### src/rtl/pdm_tx.sv
// pdm_tx: first-order delta-sigma PDM transmitter; 8-bit PCM in via valid/ready FIFO, outputs pdm_clk_o/pdm_o/aud_sd_o plus underrun_o and fifo_level_o
module pdm_tx #(
  parameter int CLK_DIV    = 32,
  parameter int OSR        = 128,
  parameter int FIFO_DEPTH = 4
) (
  input  logic                             clk_i,
  input  logic                             rst_ni,
  input  logic [7:0]                       sample_i,
  input  logic                             sample_valid_i,
  output logic                             sample_ready_o,
  input  logic                             en_i,
  output logic                             pdm_clk_o,
  output logic                             pdm_o,
  output logic                             aud_sd_o,
  output logic                             underrun_o,
  output logic [$clog2(FIFO_DEPTH+1)-1:0]  fifo_level_o
);
  localparam int DW = $clog2(CLK_DIV);
  localparam int BW = $clog2(OSR);
  localparam int AW = $clog2(FIFO_DEPTH);
  localparam int LW = $clog2(FIFO_DEPTH + 1);
  typedef enum logic {IDLE, RUN} state_t;
  state_t state, state_nx;
  logic [7:0] mem [FIFO_DEPTH];
  logic [AW-1:0] rd_ptr, wr_ptr;
  logic [DW-1:0] div_cnt, div_cnt_nx;
  logic [BW-1:0] bit_cnt;
  logic [7:0] acc, cur_sample;
  logic [8:0] sum;
  logic empty, push, pop, bit_tick, last_bit, run_nx;
  always_comb begin
    empty          = fifo_level_o == '0;
    sample_ready_o = fifo_level_o != LW'(FIFO_DEPTH);
    push           = sample_valid_i && sample_ready_o;
    bit_tick       = state == RUN && div_cnt == DW'(CLK_DIV - 1);
    last_bit       = bit_tick && bit_cnt == BW'(OSR - 1);
    pop            = en_i && !empty && (state == IDLE || last_bit);
    state_nx       = state == IDLE ? ((en_i && !empty) ? RUN : IDLE) : (en_i ? RUN : IDLE);
    run_nx         = state_nx == RUN;
    div_cnt_nx     = (state == IDLE || bit_tick) ? '0 : div_cnt + DW'(1);
    sum            = {1'b0, acc} + {1'b0, cur_sample};
  end
  always_ff @(posedge clk_i or negedge rst_ni) begin
    if (!rst_ni) begin
      state        <= IDLE;
      for (int i = 0; i < FIFO_DEPTH; i++) mem[i] <= '0;
      rd_ptr       <= '0;
      wr_ptr       <= '0;
      fifo_level_o <= '0;
      div_cnt      <= '0;
      bit_cnt      <= '0;
      acc          <= '0;
      cur_sample   <= '0;
      pdm_clk_o    <= 1'b0;
      pdm_o        <= 1'b0;
      aud_sd_o     <= 1'b0;
      underrun_o   <= 1'b0;
    end else begin
      state        <= state_nx;
      if (push) mem[wr_ptr] <= sample_i;
      wr_ptr       <= push ? wr_ptr + AW'(1) : wr_ptr;
      rd_ptr       <= pop ? rd_ptr + AW'(1) : rd_ptr;
      fifo_level_o <= fifo_level_o + LW'(push) - LW'(pop);
      aud_sd_o     <= run_nx;
      div_cnt      <= run_nx ? div_cnt_nx : '0;
      pdm_clk_o    <= run_nx && div_cnt_nx >= DW'(CLK_DIV / 2);
      underrun_o   <= run_nx && last_bit && empty;
      if (!run_nx) begin
        bit_cnt <= '0;
        acc     <= '0;
        pdm_o   <= 1'b0;
      end else if (state == IDLE) begin
        bit_cnt    <= '0;
        acc        <= '0;
        pdm_o      <= 1'b0;
        cur_sample <= mem[rd_ptr];
      end else if (bit_tick) begin
        pdm_o   <= sum[8];
        acc     <= sum[7:0];
        bit_cnt <= last_bit ? '0 : bit_cnt + BW'(1);
        if (last_bit) cur_sample <= empty ? 8'h80 : mem[rd_ptr];
      end
    end
  end
endmodule

### config.mk
export PLATFORM = sky130hd
export DESIGN_NAME = pdm_tx
export DESIGN_NICKNAME = d
export VERILOG_FILES = /design/src/rtl/pdm_tx.sv
export SDC_FILE = /design/constraint.sdc
export NUM_CORES = 1
export LEC_CHECK = 0
export BUFFER_PORTS_ARGS = -buffer_cell sky130_fd_sc_hd__clkbuf_2
export CAP_MARGIN = 10
export CORE_AREA = 4 4 86 88
export CTS_BUF_LIST = sky130_fd_sc_hd__clkbuf_8
export DETAILED_ROUTE_END_ITERATION = 7
export DIE_AREA = 0 0 90 92
export PLACE_DENSITY = 0.77
export SYNTH_ARGS = -nofsm -noshare
export SYNTH_HDL_FRONTEND = slang
export SYNTH_SLANG_ARGS = --single-unit
### constraint.sdc
create_clock -name clk_i -period 4.7 [get_ports clk_i]
set_input_delay 0.94 -clock clk_i [delete_from_list [all_inputs] [get_ports clk_i]]
set_output_delay 0.94 -clock clk_i [all_outputs]
set_load 0.03 [all_outputs]
==> summary.md, run 1 <==
| Metric | Value |
|---|---|
| Status | complete, no violations |
| Vias in the first global route | 2,238 |
| Finish-stage setup viols | 0 |
| Detailed Route Iter0 Violations | 90 |
| RSZ-0062 raised after global routing | no |
| Initial antenna violation count | 0 |
| Port Buffers | 19 |
| CTS root buf | clkbuf_8 |
| Hold-fix buffer count after cts | 0 |
| H-tree levels | 3 |
| Drt total wl | 6320 µm |
| Syn Nets | 311 |
| Commonest cells post-synth | dfrtp_1, mux2_2, ha_1 |
| Nets | 332 |
| Largest net degree at the start of global routing | 47 |
| Data arrival time of the critical path | 3.58 ns |
| Worst skew pair latency | 0.35 ns |
| Die Height | 92 µm |
| Clock sinks | 70 |
| Distinct cells, synth | 47 |
| Via count | 2,234 |
| Placed cell count | 370 |
| DR WL/cell | 16.4 µm |
| Final Hold Vio Count | 0 |
| Skew final | 0.00741 ns |
| Starting Density | 0.534 |
| HP Class | reg -> reg |
| Number of gates resized after CTS | 0 |
| Top cells by area, synth | dfrtp_1, mux2_2, ha_1, mux4_2, nand4_1 |
| GRT overflow | 0 |
| Setup TNS | 0 ns |
| Storage cell area | 1750 µm² |
| Hold_ws | 0.468 ns |
| Most numerous cell in the Yosys netlist | dfrtp_1 |
| Row cnt | 30 |
| Gr usage total | 0.165 |
| Worst Setup Path Type | reg -> reg |
| Peak supply drop | 349 µV |
| Avg Vias per Cell | 5.79 |
| Final worst-path cycle share | 0.704 |
| Hold path cells | 1 |
| Syn Area/Cell | 12.7 µm² |
| Post-Synthesis Cell Area | 3550 µm² |
| Number of synthesized flops with an enable pin | 0 |
| DRC | 0 |
| Full die area | 8280 µm² |
| Worst setup EP type | flip-flop |
| Max Slew Vio Count | 0 |
| Final worst setup slack | 1.39 ns |
| Pwr Density | 552 nW/µm² |
| Post-Layout Cell Count | 386 |
| Rel. slew slack | 0.332 |
| Synthesized flop and latch total | 70 |
| Die X | 90 µm |
| Number of max-cap violations | 0 |
| Synth warn | 0 |
| Wire length of the first global-routing pass | 10,700 µm |
| Filler Cells Inserted | 532 |
| Setup slack at placement | 1.40 ns |
| CTS Buffer Depth | 2 |
| Reg2reg path depth | 12 |
| Post-synth ARST share | 1.00 |
| I/O pins | 20 |
| Critical-path maximum fanout | 19 |
| Max frequency | 302 MHz |
| Startpoint Class | flip-flop |
| Worst-Margin Slew | 1.00 ns |
| Minimum clock period after layout | 3.31 ns |
| ANT nets after route | 0 |
| Gpl congestion | 0.784 |
| Worst-path clk slew | 0.07 ns |
| Core ar. | 6640 µm² |
| Leakage Power | 0.00181 µW |
| Area Overhead vs Synth | 8.88% |
| Layout cells sized above 1 | 0.294 |
| DRT Pass-1 Iters | 4 |
| CTS tree | done |
| Postcts setup bufs | 0 |
| Main flop type after synthesis | dfrtp_1 |
| Synth area leader | dfrtp_1 |
| Seq/Total Area, Yosys | 0.493 |
| Area share of the largest cell type after synthesis | 0.493 |
| Synthesized instance count | 280 |
| HPWL after DPL | 4430 µm |
| Multi-input gate area | 1710 µm² |
| CTS Buf Count | 9 |
| Antenna cell count | 0 |
| Worst path required time | 4.97 ns |
[power breakdown]
| part | switching (µW) | total, µW | internal (µW) |
|---|---|---|---|
| logic | 331 | 742 | 412 |
| clock network | 230 | 417 | 187 |
| registers | 163 | 974 | 811 |
| total | 723 | 2130 | 1410 |
[final timing paths]
check | start | endpoint | slack [ns]
worst max register to register | div_cnt[0] | fifo_level_o[2] | 1.39
worst min-delay path | div_cnt[0] | div_cnt[0] | 0.47
max in group asynchronous | rst_ni | mem[19] | 3.05
worst max-delay path | div_cnt[0] | fifo_level_o[2] | 1.39
worst min register to register | div_cnt[0] | div_cnt[0] | 0.47
min in group asynchronous | rst_ni | bit_cnt[4] | 0.75
[sequential cells by signal (all words and copies together), names as in the netlist]
name          cells
pdm_o             1
mem              32
div_cnt           5
rd_ptr            2
wr_ptr            2
cur_sample        8
bit_cnt           7
underrun_o        1
fifo_level_o      3
state             1
acc               8
[final cells by class]
type	count	share of cell area
sequential	70	0.453
timing repair buffer	20	0.0265
multi-input combinational	191	0.443
inverter	9	0.00874
clock buffer	9	0.0320
tap	80	0.0259
clock inverter	7	0.0107
[worst max-delay path, stage by stage, from the launching register on]
cell and delay [ns]:
dfrtp_1 0.37, ha_1 0.18, and3_1 0.15, ha_1 0.57
a41o_1 0.52, and3_1 0.27, ha_1 0.24, inv_1 0.06
ha_1 0.13, inv_1 0.05, fa_1 0.37, xnor2_1 0.18
xnor2_1 0.14
[cell usage in the layout, fill, tap and decap left out, types with 3 or more instances in the layout]
cell type and instances:
a211o_1 4, a211oi_1 4, a21bo_2 6, a21o_1 5
a21oi_1 8, and2_1 3, clkbuf_2 18, clkbuf_8 9
clkinv_2 5, dfrtp_1 70, ha_1 17, inv_1 8
mux2_2 30, mux2i_1 3, mux4_2 8, nand2_1 12
nand2_4 4, nand3_1 10, nand3b_1 3, nand4_1 13
nor2_1 15, nor3b_1 4, o21a_1 3, xnor2_1 6
xor2_1 7
[stage by stage]
step	power (µW)	util	area, µm²
3_3_place_gp	1700	0.557	3700
2_1_floorplan	1560	-	3550
6_report	2130	0.582	3860
4_1_cts	2160	0.582	3860
5_1_grt	2270	0.582	3860
3_5_place_dp	1740	0.557	3700
[metal layers]
layer	routed length (µm)	global-route usage	up-vias
met5	0	0	-
met1	2910	0.210	1106
met3	211	0.0345	12
met4	119	0.0727	0
met2	3090	0.273	38
li1	-	-	1078
[cells by family (layout without fill, tap and decap cells)]
group           Yosys count  count (layout)  share of synthesized area
fa+ha+maj                19              19                     0.0712
mux                      43              43                      0.161
compound gates           41              41                     0.0976
xor+xnor                 13              13                     0.0321
buf+inv                  19              45                     0.0243
simple gates             75              75                      0.121
flops                    70              70                      0.493
Power figures use the tool's default switching activity.
==> inputs of run 2 (changes only) <==
- PLACE_DENSITY: 0.77 -> 0.8
- clock period: 4.7 -> 3 ns (I/O delays scaled with it)
==> summary.md, run 2 (synthesis results as in run 1) <==
| Metric | Value |
|---|---|
| Status | complete, no violations (unchanged) |
| Worst path required time | 3.25 ns (was 4.97 ns) |
| Gpl congestion | 0.800 (was 0.784) |
| Detailed Route Iter0 Violations | 134 (was 90) |
| Most common cell after layout, fill and taps aside | dfrtp_1 (unchanged) |
| Worst-path clk slew | 0.08 ns (was 0.07 ns) |
| Die X | 90 µm (unchanged) |
| I/O pins | 20 (unchanged) |
| Final Hold Vio Count | 0 (unchanged) |
| Antenna cell count | 0 (unchanged) |
| Pwr Total | 3540 µW (was 2130 µW) |
| Worst-Margin Slew | 0.849 ns (was 1.00 ns) |
| ANT nets after route | 0 (unchanged) |
| Final worst setup slack | 0.295 ns (was 1.39 ns) |
| Worst skew pair latency | 0.34 ns (was 0.35 ns) |
| Data arrival time of the critical path | 2.96 ns (was 3.58 ns) |
| Highest-count cells in the layout ignoring fill and taps | dfrtp_1, mux2_2, clkbuf_2 (unchanged) |
| Via count | 2,215 (was 2,234) |
| Max Slew Vio Count | 0 (unchanged) |
| Filler Cells Inserted | 520 (was 532) |
| Reg-to-reg startpoint | div_cnt[0] (unchanged) |
| Storage cell area | 1750 µm² (unchanged) |
| DR WL/cell | 16.5 µm (was 16.4 µm) |
| H-tree levels | 3 (unchanged) |
| Peak supply drop | 536 µV (was 349 µV) |
| Setup TNS | 0 ns (unchanged) |
| Worst Setup Path Type | reg -> reg (unchanged) |
| Port Buffers | 19 (unchanged) |
| GRT overflow | 0 (unchanged) |
| Largest register FFs | 32 (unchanged) |
| HPWL after DPL | 4480 µm (was 4430 µm) |
| Largest net degree at the start of global routing | 71 (was 47) |
| Die Height | 92 µm (unchanged) |
| Avg Vias per Cell | 5.69 (was 5.79) |
| Starting Density | 0.534 (unchanged) |
| Pwr Density | 897 nW/µm² (was 552 nW/µm²) |
| DRT Pass-1 Iters | 4 (unchanged) |
| Area Overhead vs Synth | 11.1% (was 8.88%) |
| CP startpoint | div_cnt[0] (unchanged) |
| HP Class | in -> async (was reg -> reg) |
| Largest Register | mem (unchanged) |
| CTS root buf | clkbuf_8 (unchanged) |
| Startpoint Class | flip-flop (unchanged) |
| Multi-input gate area | 1710 µm² (unchanged) |
| CTS tree | done (unchanged) |
| Postcts setup bufs | 0 (unchanged) |
| Nets | 335 (was 332) |
| Full die area | 8280 µm² (unchanged) |
| Minimum clock period after layout | 2.71 ns (was 3.31 ns) |
| Number of max-cap violations | 0 (unchanged) |
| Number of gates resized after CTS | 0 (unchanged) |
| CTS Buf Count | 9 (unchanged) |
| Drt total wl | 6430 µm (was 6320 µm) |
| Leakage Power | 0.00185 µW (was 0.00181 µW) |
| CTS Buffer Depth | 2 (unchanged) |
| Util after Layout | 0.594 (was 0.582) |
| Setup slack at placement | 0.339 ns (was 1.40 ns) |
| Skew final | 0.00531 ns (was 0.00741 ns) |
| Layout cells sized above 1 | 0.301 (was 0.294) |
| Final instance area | 3950 µm² (was 3860 µm²) |
| Finish-stage setup viols | 0 (unchanged) |
| Row cnt | 30 (unchanged) |
| Wire length of the first global-routing pass | 11,500 µm (was 10,700 µm) |
| Core ar. | 6640 µm² (unchanged) |
| Gr usage total | 0.174 (was 0.165) |
| RSZ-0062 raised after global routing | no (unchanged) |
| Critical-path maximum fanout | 3 (was 19) |
| Rel. slew slack | 0.434 (was 0.332) |
| Hold-fix buffer count after cts | 0 (unchanged) |
| Final worst-path cycle share | 0.902 (was 0.704) |
| Worst setup EP type | flip-flop (unchanged) |
| Biggest regs | mem x32, acc x8, cur_sample x8 (unchanged) |
| Clock sinks | 70 (unchanged) |
| DRC | 0 (unchanged) |
| Vias in the first global route | 2,382 (was 2,238) |
| Max frequency | 370 MHz (was 302 MHz) |
| Initial antenna violation count | 0 (unchanged) |
| Placed cell areas | 3720 µm² (was 3700 µm²) |
[run 2: worst paths after layout]
| check | end | slack (ns) | cells after the start |
|---|---|---|---|
| worst max-delay path | fifo_level_o[2] | 0.29 | 12 |
| worst min-delay path | bit_cnt[3] | 0.45 | 2 |
| worst min register to register | div_cnt[0] | 0.46 | 1 |
| max in group asynchronous | mem[16] | 2.00 | 2 |
| worst max register to register | fifo_level_o[2] | 0.29 | 12 |
| min in group clk_i | div_cnt[0] | 0.46 | 1 |
[run 2: critical path: stages (launching register included)]
cell and delay, ns:
dfrtp_1 0.40, ha_1 0.23, and3_1 0.15, ha_1 0.19
a41o_1 0.22, and3_1 0.20, ha_1 0.27, inv_1 0.05
ha_1 0.13, inv_1 0.05, fa_1 0.37, xnor2_1 0.22
xnor2_1 0.15
[run 2: where the power goes]
group	internal, µW	leakage [µW]	switching [µW]	total, µW
combinational	650	0.000859	522	1170
clock	488	0.000108	354	842
sequential	1270	0.000881	255	1530
[run 2: final cells by class]
class,instances,share of cell area
Inverter,9,0.00856
Sequential cell,70,0.444
Multi-Input combinational cell,191,0.434
Clock inverter,6,0.0216
Timing Repair Buffer,23,0.0317
Clock buffer,10,0.0349
Tap cell,80,0.0254
[run 2: routing by layer]
metal / vias up / global-route usage / share of wire
li1: 1077 / - / -
met1: 1103 / 0.226 / 0.44
met2: 30 / 0.291 / 0.51
met3: 5 / 0.0410 / 0.036
met4: 0 / 0.0497 / 0.012
met5: - / 0 / 0
[run 2: per-stage QoR]
stage                     std cells  hold WS, ns
after floorplan                 280        0.304
after global placement          373        0.443
after detailed placement        373        0.454
final                           389        0.452
after global routing            389        0.480
after CTS                       389        0.464
==> inputs of run 3 (changes only) <==
- PLACE_DENSITY: 0.8 -> 0.77
- clock period: 3 -> 2.7 ns (I/O delays scaled with it)
==> summary.md, run 3 (synthesis results as in run 1) <==
| Metric | Value |
|---|---|
| I/O pins | 20 (unchanged) |
| Data arrival time of the critical path | 2.74 ns (was 2.96 ns) |
| Full die area | 8280 µm² (unchanged) |
| Port Buffers | 19 (unchanged) |
| Number of gates resized after CTS | 0 (unchanged) |
| Postcts setup bufs | 0 (unchanged) |
| Reg-to-reg endpoint | fifo_level_o[2] (unchanged) |
| GR peak layer | met2 (unchanged) |
| Hold-fix buffer count after cts | 0 (unchanged) |
| Nets | 338 (was 335) |
| Reg-to-reg startpoint | bit_cnt[0] (was div_cnt[0]) |
| Highest-count cells in the layout ignoring fill and taps | dfrtp_1, mux2_2, clkbuf_2 (unchanged) |
| Gr usage total | 0.176 (was 0.174) |
| DRT Pass-1 Iters | 4 (unchanged) |
| Worst-Margin Slew | 0.614 ns (was 0.849 ns) |
| Pwr Density | 989 nW/µm² (was 897 nW/µm²) |
| Worst-path cell chain | ha_1, and2_1, a41o_1, and3_4, ha_4, inv_1, ha_2, inv_2, fa_2, xnor2_2, xnor2_1 (was ha_1, and3_1, ha_1, a41o_1, and3_1, ha_1, inv_1, ha_1, inv_1, fa_1, xnor2_1, xnor2_1) |
| Core ar. | 6640 µm² (unchanged) |
| Drt total wl | 6450 µm (was 6430 µm) |
| Worst-path clk slew | 0.08 ns (about the same) |
| WP buf/inv | 2 (unchanged) |
| Met2 Use GR | 0.307 (was 0.291) |
| Worst path required time | 2.93 ns (was 3.25 ns) |
| Vias in the first global route | 2,401 (was 2,382) |
| Max frequency | 398 MHz (was 370 MHz) |
| Rel. slew slack | 0.590 (was 0.434) |
| Final Hold Vio Count | 0 (unchanged) |
| Critical-path maximum fanout | 5 (was 3) |
| Wire length of the first global-routing pass | 11,600 µm (was 11,500 µm) |
| Routing usage on met1 | 0.213 (was 0.226) |
| Finish-stage setup viols | 0 (unchanged) |
| DR WL/cell | 16.5 µm (about the same) |
| Leakage Power | 0.00186 µW (was 0.00185 µW) |
| GRT overflow | 0 (unchanged) |
| Largest net degree at the start of global routing | 52 (was 71) |
| Via count | 2,270 (was 2,215) |
| Layout cells sized above 1 | 0.333 (was 0.301) |
| DRC | 0 (unchanged) |
| Reg2reg path depth | 11 (was 12) |
| Slowest stage delay, CP | 0.42 ns (was 0.40 ns) |
| RSZ-0062 raised after global routing | no (unchanged) |
| Largest Register | mem (unchanged) |
| Die X | 90 µm (unchanged) |
| Detailed Route Iter0 Violations | 150 (was 134) |
| Final worst setup slack | 0.188 ns (was 0.295 ns) |
| Status | complete, no violations (unchanged) |
| Max Slew Vio Count | 0 (unchanged) |
| Worst setup EP type | flip-flop (unchanged) |
| Critical-path top delay cell | dfrtp_1 (unchanged) |
| Die Height | 92 µm (unchanged) |
| HPWL after DPL | 4640 µm (was 4480 µm) |
| Gpl congestion | 0.793 (was 0.800) |
| CTS Buffer Depth | 2 (unchanged) |
| Antenna cell count | 0 (unchanged) |
| Number of max-cap violations | 0 (unchanged) |
| Initial antenna violation count | 0 (unchanged) |
| Area Overhead vs Synth | 13.1% (was 11.1%) |
| Worst skew pair latency | 0.35 ns (was 0.34 ns) |
| Cell family with the largest share of critical-path delay | adder cells (unchanged) |
| Minimum clock period after layout | 2.51 ns (was 2.71 ns) |
| GR Util met3 | 0.0353 (was 0.0410) |
| Setup slack at placement | 0.209 ns (was 0.339 ns) |
| Clock sinks | 70 (unchanged) |
| Pwr Total | 3970 µW (was 3540 µW) |
| Starting Density | 0.534 (unchanged) |
| Startpoint Class | flip-flop (unchanged) |
| ANT nets after route | 0 (unchanged) |
| H-tree levels | 3 (unchanged) |
| Row cnt | 30 (unchanged) |
| Avg Vias per Cell | 5.79 (was 5.69) |
| Skew final | 0.00984 ns (was 0.00531 ns) |
| Peak supply drop | 608 µV (was 536 µV) |
| Biggest regs | mem x32, acc x8, cur_sample x8 (unchanged) |
| HP Class | in -> async (unchanged) |
| CTS Buf Count | 9 (unchanged) |
| CTS tree | done (unchanged) |
| Most common cell after layout, fill and taps aside | dfrtp_1 (unchanged) |
| CTS root buf | clkbuf_8 (unchanged) |
| Setup TNS | 0 ns (unchanged) |
| Worst Setup Path Type | reg -> reg (unchanged) |
| Final worst-path cycle share | 0.930 (was 0.902) |
| Reg-to-reg setup timing slack | 0.19 ns (was 0.29 ns) |
| Largest register FFs | 32 (unchanged) |
-- run 3: cell types whose count changed in the layout (fill, tap and decap cells not counted), sizes merged --
cell / change
buf: +3
clkbuf: -1
inv: +1
-- run 3: layout make-up --
type / count / area [µm²]
inverters: 9 / 33.8
fillers: 514 / 2630
clock buffers: 9 / 124
well taps: 80 / 100
multi-input cells: 191 / 1750
clock inverters: 7 / 97.6
flip-flops and latches: 70 / 1750
repair buffers: 26 / 160
-- run 3: power by group --
group          internal, µW  switching [µW]  total [µW]
sequential             1410             283        1700
combinational           755             589        1340
clock                   523             409         931
total                  2690            1280        3970
-- run 3: per-stage QoR --
step	instances	hold slack (ns)	utilization	instance area, µm²
detailed placement	376	0.465	0.571	3790
finish	392	0.140	0.604	4010
global route	392	0.178	0.604	4010
floorplan	280	0.244	-	3590
CTS	392	0.158	0.604	4010
global placement	376	0.445	0.571	3790
-- run 3: worst max-delay path by stage --
stage                     slack (ns)       start  cells after the start         endpoint
after floorplan                 0.04  div_cnt[0]                     14  fifo_level_o[2]
after global placement          0.26  bit_cnt[0]                     11  fifo_level_o[2]
after detailed placement        0.21  bit_cnt[0]                     11  fifo_level_o[2]
after CTS                       0.18  bit_cnt[0]                     11  fifo_level_o[2]
after global routing            0.09  bit_cnt[0]                     11  fifo_level_o[2]
final                           0.19  bit_cnt[0]                     11  fifo_level_o[2]
-- run 3: routing by layer --
layer	routed length, µm	up-vias
li1	-	1079
met5	0	-
met2	3310	25
met4	111	0
met3	180	10
met1	2850	1156
-- run 3: worst register-to-register path: stages (launching register included) --
cell and delay [ns]:
dfrtp_1 0.42, ha_1 0.23, and2_1 0.18, a41o_1 0.28, and3_4 0.19, ha_4 0.20
inv_1 0.05, ha_2 0.16, inv_2 0.04, fa_2 0.36, xnor2_2 0.14, xnor2_1 0.12
